**config.mk**
```make
export PLATFORM = sky130hd
export DESIGN_NAME = sram_arbiter
export DESIGN_NICKNAME = d
export VERILOG_FILES = /design/src/rtl/sram_arbiter.sv
export SDC_FILE = /design/constraint.sdc
export NUM_CORES = 1
export LEC_CHECK = 0
export ABC_AREA = 1
export BUFFER_PORTS_ARGS = -buffer_cell sky130_fd_sc_hd__buf_4
export CORE_AREA = 2 2 84 86
export DETAILED_ROUTE_END_ITERATION = 16
export DIE_AREA = 0 0 86 88
export GPL_TIMING_DRIVEN = 0
export PLACE_DENSITY = 0.78
export SYNTH_ARGS = -nofsm -noshare
export SYNTH_HDL_FRONTEND = slang
export SYNTH_SLANG_ARGS = --single-unit
```
**constraint.sdc**
```tcl
create_clock -name clk -period 1.4 [get_ports clk]
set_input_delay 0.21 -clock clk [delete_from_list [all_inputs] [get_ports clk]]
set_output_delay 0.21 -clock clk [all_outputs]
set_load 0.03 [all_outputs]
```
**src/rtl/sram_arbiter.sv**
```systemverilog
// sram_arbiter: two-port (CPU / ADC DMA) arbiter for one asynchronous 8-bit SRAM.
//   Each access runs setup / strobe / hold, and every SRAM-facing output comes from a register.
//   Optional macro SRAM_ARB_ROUND_ROBIN_EN: a tie goes to the port that lost the previous grant.
//   Without the macro the CPU always wins a tie.
//   Ports:
//     clk, reset                              system clock, synchronous active-high reset
//     cpu_req/we/addr/wdata -> rdata/ack      CPU requester (port 0)
//     dma_req/we/addr/wdata -> rdata/ack      ADC capture DMA requester (port 1)
//     sram_addr/dout/din/drive/ce_n/we_n/oe_n SRAM pins and pad-buffer controls
//     busy                                    high whenever the FSM is not in IDLE
module sram_arbiter #(
    parameter int ADDR_W      = 19,
    parameter int WAIT_CYCLES = 2
) (
    input  logic              clk,
    input  logic              reset,
    input  logic              cpu_req,
    input  logic              cpu_we,
    input  logic [ADDR_W-1:0] cpu_addr,
    input  logic [7:0]        cpu_wdata,
    output logic [7:0]        cpu_rdata,
    output logic              cpu_ack,
    input  logic              dma_req,
    input  logic              dma_we,
    input  logic [ADDR_W-1:0] dma_addr,
    input  logic [7:0]        dma_wdata,
    output logic [7:0]        dma_rdata,
    output logic              dma_ack,
    output logic [ADDR_W-1:0] sram_addr,
    output logic [7:0]        sram_dout,
    input  logic [7:0]        sram_din,
    output logic              sram_drive,
    output logic              sram_ce_n,
    output logic              sram_we_n,
    output logic              sram_oe_n,
    output logic              busy
);
    typedef enum logic [2:0] {IDLE, SETUP, ACCESS, HOLD, DONE} state_t;
    state_t     state, state_n;
    logic [3:0] cnt;
    logic       lat_id, lat_we, any_req, win_dma, nxt_we;
    assign any_req = cpu_req | dma_req;
`ifdef SRAM_ARB_ROUND_ROBIN_EN
    logic prio_dma;
    assign win_dma = dma_req & (~cpu_req | prio_dma);
    always_ff @(posedge clk)
        if (reset)
            prio_dma <= 1'b0;
        else if (state == IDLE && any_req)
            prio_dma <= ~win_dma;
`else
    assign win_dma = dma_req & ~cpu_req;
`endif
    // Direction of the access about to run: live winner in IDLE, latched afterwards.
    assign nxt_we = (state == IDLE) ? (win_dma ? dma_we : cpu_we) : lat_we;
    assign busy   = state != IDLE;
    always_comb begin
        state_n = state;
        state_n = state == IDLE   ? (any_req ? SETUP : IDLE) :
                  state == SETUP  ? ACCESS :
                  state == ACCESS ? (cnt == 4'd0 ? HOLD : ACCESS) :
                  state == HOLD   ? DONE : IDLE;
    end
    always_ff @(posedge clk)
        if (reset)
            state <= IDLE;
        else
            state <= state_n;
    // Pin registers are loaded from the next state, so each strobe lines up with its FSM state.
    always_ff @(posedge clk)
        if (reset) begin
            cnt        <= 4'd0;
            lat_id     <= 1'b0;
            lat_we     <= 1'b0;
            sram_addr  <= '0;
            sram_dout  <= 8'd0;
            cpu_rdata  <= 8'd0;
            dma_rdata  <= 8'd0;
            sram_ce_n  <= 1'b1;
            sram_oe_n  <= 1'b1;
            sram_we_n  <= 1'b1;
            sram_drive <= 1'b0;
            cpu_ack    <= 1'b0;
            dma_ack    <= 1'b0;
        end else begin
            if (state == IDLE && any_req) begin
                lat_id    <= win_dma;
                lat_we    <= nxt_we;
                sram_addr <= win_dma ? dma_addr : cpu_addr;
                if (nxt_we)
                    sram_dout <= win_dma ? dma_wdata : cpu_wdata;
            end
            cnt <= (state == ACCESS) ? cnt - 4'd1 : 4'(WAIT_CYCLES - 1);
            if (state == ACCESS && cnt == 4'd0 && !lat_we) begin
                if (lat_id)
                    dma_rdata <= sram_din;
                else
                    cpu_rdata <= sram_din;
            end
            sram_ce_n  <= !(state_n inside {SETUP, ACCESS, HOLD});
            sram_oe_n  <= !(!nxt_we && state_n inside {SETUP, ACCESS});
            sram_we_n  <= !(nxt_we && state_n == ACCESS);
            sram_drive <= nxt_we && state_n inside {SETUP, ACCESS, HOLD};
            cpu_ack    <= state_n == DONE && !lat_id;
            dma_ack    <= state_n == DONE && lat_id;
        end
endmodule

```
==> run_results.csv, run 1 <==
group,metric,value,unit
outcome,status,"finished, final reports clean",
synth,yosysMostFrequentCell,"nand2_1",
finish,area_delta_synth_final,51.9,%
detailed_routing,vias,2755,
detailed_routing,drc,0,
floorplanning,die_w,86,µm
finish,multiInputGateArea,1220,µm²
synth,synth-seq-cells,58,
synth,yosys.cell_types.count,28,
clock_network,htreeDepth,3,
synth,synth_common_cells,"nand2_1, dfxtp_1, inv_1, nand4_1, a31oi_1",
sta,fin_ws,30.6,ps
sta,drv_slew,0,
place,placed_cells,541,
clock_network,cts-buffers-inserted,9,
critical_path,arrival,1580,ps
synth,synth_top_area_cell,"dfxtp_1",
floorplanning,initial_core_util,38.9,%
finish,diodes,0,
sta,fin_crit,1370,ps
critical_path,critPathLaunchType,"register",
detailed_routing,wirelength,7020,µm
sta,rsz0062_at_grt,"true",
synth,synth-simple-area-share,30.9,%
floorplanning,dieHeight,88,µm
sta,fin_hold_ws,87.2,ps
detailed_routing,first_pass_iters,5,
place,place_congestion,0.884,
grt,grt_usage,18.6,%
sta,tns,0,ps
sta,relSlewSlack,68.8,%
place,place_area,3560,µm²
synth,syn-cell-area,2580,µm²
synth,synth_flop_cell,"dfxtp_1",
synth,synth_mux_area_share,0,%
synth,synth_area_leaders,"dfxtp_1, nand2_1, nand4_1, a31oi_1, inv_1",
sta,post-route-period-util,97.8,%
finish,fillerInstances,591,
floorplanning,pin_count,118,
synth,ys_warn_count,0,
flow_run,cap_violations,0,
critical_path,critPathRequiredTime,1610,ps
clock_network,cts_tree,"yes",
floorplanning,coreArea,6640,µm²
clock_network,path_clk_slew,60,ps
finish,drive_gt1_share,36.4,%
sta,tightest_slew,467,ps
floorplanning,rows,30,
critical_path,worstSetupEndpointType,"register",
finish,fin_nets,548,
power_and_ir_drop,p_per_area,1350,nW/µm²
clock_network,cts_hold_buf,0,
power_and_ir_drop,p_leak,0.00186,µW
grt,antenna_found_initial,0,
synth,synth_top_area_share,45.0,%
detailed_routing,vias_per_cell,4.89,
detailed_routing,first_iter_violations,206,
synth,synthXorXnorAreaFrac,0.339,%
detailed_routing,ant_nets,0,
grt,grt_pass1_vias,2478,
synth,synth_compound_area_share,12.6,%
synth,yosysSeqAreaShare,45.0,%
place,dp_slack,-58.8,ps
clock_network,cts_root_buffer,"clkbuf_8",
clock_network,clock_latency,330,ps
critical_path,worstPathMaxFanout,10,
sta,fmax,0.730,GHz
place,dp_hpwl,5190,µm
synth,syn_inst,344,
synth,syn_nets,414,
synth,synth_top_family_by_area,"simple AND/OR/NAND/NOR gates",
finish,area.sequential,1160,µm²
clock_network,clockBufferDepth,2,
place,io_buffers,117,
finish,fin_area,3920,µm²
grt,grt_pass1_wl,11100,µm
synth,synth_fa_ha_area_share,0.969,%
floorplanning,dieArea,7570,µm²
synth,synth-edff-count,0,
power_and_ir_drop,ir_drop,0.638,mV
sta,worst_clock_skew,3.40,ps
synth,synth_area_per_cell,7.50,µm²
clock_network,cts_sinks,58,
synth,ys_async_sr_fraction,0,%
min_path,holdCritPathClass,"in2reg",
sta,finalSetupViolations,0,
grt,grt_remaining_overflow,0,
finish,layoutNonFillerInstCount,563,
detailed_routing,drt-wirelength-per-cell,12.5,µm
grt,grt_max_degree,11,
sta,hold_viol,0,
critical_path,crit_type,"reg2reg",
placed cells by master (no fill, tap or decap):
cell type and count:
nand3_2 1, bufinv_16 2, o21ai_0 19, inv_2 6
nor2_1 15, o21ai_2 1, dfxtp_1 56, ha_1 1
nand4_1 24, nand2_4 2, a31oi_1 20, clkbuf_4 3
buf_2 2, clkinv_2 2, ha_4 1, clkinv_1 1
nor4_1 1, nand2_2 2, nand2_1 96, buf_4 121
nor2_4 2, nor3_1 3, nor2_8 1, dfxtp_2 2
a21oi_2 1, clkbuf_8 10, xnor2_1 1, inv_1 31
nor2_2 3, buf_12 2, nand3_1 13, buf_6 6
clkbuf_1 7, buf_1 1, clkinvlp_4 1, a21oi_1 18
nand3_4 5
stage by stage:
| step | power, µW | util (%) |
|---|---|---|
| after global placement | 3500 | 53.6 |
| after detailed placement | 3520 | 53.6 |
| after CTS | 5220 | 57.3 |
| after global routing | 5560 | 59.0 |
| after floorplan | 2950 | - |
| final | 5300 | 59.0 |
per-layer routing:
metal	vias up	global-route usage [%]	share of wire (%)	wire [µm]
li1	1415	-	-	-
met1	1233	23.1	43	3030
met2	95	30.7	49	3460
met3	12	3.96	5.6	394
met4	0	9.38	1.9	131
met5	-	0	0	0
repair_timing:
action,in CTS,in global routing
setup buffers,1,3
pin swaps,1,9
cloned,0,2
resized for setup,2,17
hold endpoints to repair,0,0
endpoints found under the setup margin,18,44
power by group:
part           internal (µW)  switching (µW)  total (µW)  leakage, µW
Clock                   1040             645        1690     0.000109
Sequential              1840             108        1950     0.000476
Combinational            659             996        1650      0.00127
critical path: stages, from the launching register on:
cell and delay (ps):
dfxtp_2 350, nor2_4 180, nand2_4 90, nor2_4 170
buf_6 170, clkbuf_4 200, a31oi_1 100
sequential cells by signal (all words and copies together) (netlist names):
name        count
sram_dout       8
sram_oe_n       1
cnt             4
state           3
sram_ce_n       1
lat_we          1
cpu_rdata       8
dma_ack         1
lat_id          1
sram_drive      1
sram_we_n       1
sram_addr      19
dma_rdata       8
cpu_ack         1
layout make-up:
| cell class | instances | share of cell area [%] |
|---|---|---|
| inverters | 38 | 3.64 |
| clock buffers | 11 | 3.61 |
| well taps | 80 | 2.55 |
| clock inverters | 5 | 1.98 |
| multi-input cells | 230 | 31.1 |
| repair buffers | 122 | 24.1 |
| plain buffers | 19 | 3.32 |
| flip-flops and latches | 58 | 29.7 |
cells by family (layout without fill, tap and decap cells):
| logic type | after synthesis | count (layout) |
|---|---|---|
| buffers and inverters | 57 | 195 |
| AO/OA/AOI/OAI | 59 | 59 |
| flip-flops | 58 | 58 |
| AND/OR/NAND/NOR | 167 | 168 |
| XOR/XNOR | 1 | 1 |
| adder cells (fa/ha/maj) | 2 | 2 |
path summary, 6_finish.rpt:
path / slack, ps / start / depth (start not counted) / end
setup / recovery: 30 / state[0] / 6 / sram_addr[12]
hold / removal: 90 / reset / 2 / state[0]
setup reg to reg: 30 / state[0] / 6 / sram_addr[12]
hold reg to reg: 470 / cpu_rdata[7] / 2 / cpu_rdata[7]
(Power assumes the default switching activity.)
==> run 2, diff against run 1 <==
Settings changed: CORE_AREA 2 2 84 86 to 2 2 100 73, DIE_AREA 0 0 86 88 to 0 0 102 75.
==> run 2 against run 1 <==
The run now ends with negative setup slack left. Count of clock-buffer cells in the layout fell by 1. Setup slack got worse by 40 ps. Global-route usage rose by 0.70 points. Critical endpoint is now dma_rdata[4]. Largest cell class unchanged. Largest power group unchanged.
==> run_results.csv, run 2 (synthesis gave the netlist of run 1 again) <==
group,metric,value,unit
grt,grt_usage,19.3,%
grt,grt_pass1_vias,2619,
clock_network,clockBufferDepth,2,
clock_network,htreeDepth,3,
detailed_routing,first_iter_violations,97,
grt,grt_max_degree,12,
finish,drive_gt1_share,38.4,%
sta,relSlewSlack,68.7,%
critical_path,worstSetupEndpointType,"register",
clock_network,cts_root_buffer,"clkbuf_8",
power_and_ir_drop,p_leak,0.00188,µW
detailed_routing,first_pass_iters,4,
sta,tightest_slew,469,ps
place,dp_hpwl,5500,µm
critical_path,worstPathMaxFanout,6,
power_and_ir_drop,p_per_area,1310,nW/µm²
sta,post-route-period-util,101,%
sta,drv_slew,0,
power_and_ir_drop,p_sw,1850,µW
finish,area.sequential,1160,µm²
clock_network,clock_latency,360,ps
clock_network,cts_tree,"yes",
place,place_congestion,0.853,
power_and_ir_drop,switching_share,35.3,%
floorplanning,rows,25,
outcome,violations,"negative setup slack",
clock_network,cts-buffers-inserted,9,
power_and_ir_drop,clkPwrFrac,29.0,%
place,placed_cells,555,
grt,antenna_found_initial,0,
detailed_routing,vias_per_cell,4.87,
detailed_routing,drt-wirelength-per-cell,13.1,µm
floorplanning,coreArea,6630,µm²
sta,rsz0062_at_grt,"true",
sta,hold_viol,0,
finish,layoutNonFillerInstCount,583,
min_path,holdCritPathClass,"in2reg",
floorplanning,dieArea,7650,µm²
detailed_routing,drc,0,
finish,fillerInstances,596,
power_and_ir_drop,combPwrFrac,33.7,%
critical_path,crit_type,"reg2reg",
floorplanning,dieHeight,75,µm
floorplanning,pin_count,118,
floorplanning,initial_core_util,38.9,%
critical_path,arrival,1690,ps
finish,largest_reg_flops,19,
critical_path,critPathRequiredTime,1680,ps
sta,finalSetupViolations,1,
finish,diodes,0,
place,io_buffers,117,
clock_network,cts_sinks,58,
sta,fin_hold_ws,70.0,ps
finish,area_delta_synth_final,54.7,%
finish,final_core_util,60.2,%
grt,grt_pass1_wl,11300,µm
finish,layout_common_cells,"buf_4, nand2_1, dfxtp_1, inv_1, nand4_1",
grt,grt_remaining_overflow,0,
floorplanning,die_w,102,µm
sta,fin_ws,-9.52,ps
finish,regMostFlops,"sram_addr",
clock_network,cts_hold_buf,0,
finish,fin_nets,554,
finish,multiInputGateArea,1250,µm²
detailed_routing,vias,2842,
power_and_ir_drop,p_int,3390,µW
power_and_ir_drop,ir_drop,0.481,mV
outcome,status,"finished with violations",
critical_path,critPathLaunchType,"register",
finish,layout_commonest_cell,"buf_4",
flow_run,cap_violations,0,
critical_path,ff2ff_setup_slack,-10,ps
detailed_routing,wirelength,7620,µm
sta,fmax,0.709,GHz
detailed_routing,ant_nets,0,
power_and_ir_drop,power_frac_seq,37.2,%
sta,worst_clock_skew,8.06,ps
sta,fin_crit,1410,ps
clock_network,path_clk_slew,60,ps
power_and_ir_drop,total_power,5240,µW
[run 2: worst paths after layout]
kind	start	end	cells past startpoint
worst min-delay path	reset	state[0]	2
worst max-delay path	state[0]	dma_rdata[4]	7
worst min register to register	cpu_rdata[5]	cpu_rdata[5]	2
worst max register to register	state[0]	dma_rdata[4]	7
[run 2: power by group through the flow]
stage / sequential (µW) / combinational (µW) / clock (µW)
5_1_grt: 1970 / 1900 / 1620
3_5_place_dp: 1980 / 1570 / 0
4_1_cts: 1950 / 1590 / 1550
3_3_place_gp: 1970 / 1530 / 0
2_1_floorplan: 2290 / 652 / 0
6_report: 1950 / 1770 / 1520
[run 2: layer usage]
| metal | track usage (%) | vias to the layer above | part of all wire (%) |
|---|---|---|---|
| met5 | 0 | - | 0 |
| met3 | 7.89 | 17 | 7.8 |
| met2 | 32.6 | 96 | 49 |
| li1 | - | 1429 | - |
| met1 | 21.9 | 1300 | 42 |
| met4 | 8.44 | 0 | 1.8 |
[run 2: worst max-delay path, cell delays in order, from the launching register on]
cell and delay, ps:
dfxtp_2 350, nor2_4 130, buf_4 140, nand2_4 90, nor2_8 210, buf_6 140
nand4_1 110, a21oi_1 170
[run 2: layout make-up]
cell class | count | share of cell area (%)
Clock inverter | 6 | 1.69
Buffer | 19 | 3.48
Timing Repair Buffer | 127 | 24.7
Sequential cell | 58 | 29.2
Clock buffer | 10 | 3.20
Inverter | 38 | 3.57
Tap cell | 94 | 2.95
Multi-Input combinational cell | 231 | 31.2
[run 2: stage by stage]
step,area (µm²),TNS (ps),worst slack (ps)
finish,3990,-9.52,-9.52
global route,3990,-648,-61.2
CTS,3810,0,2.99
detailed placement,3580,-1210,-93.2
global placement,3580,-77.7,-16.1
floorplan,2580,0,124
[run 2: repair_timing]
item                       CTS  global route
pin swaps                    4            11
buffers inserted             0             8
gates cloned                 1             3
setup endpoints to repair   25            43
resized for setup            7            23
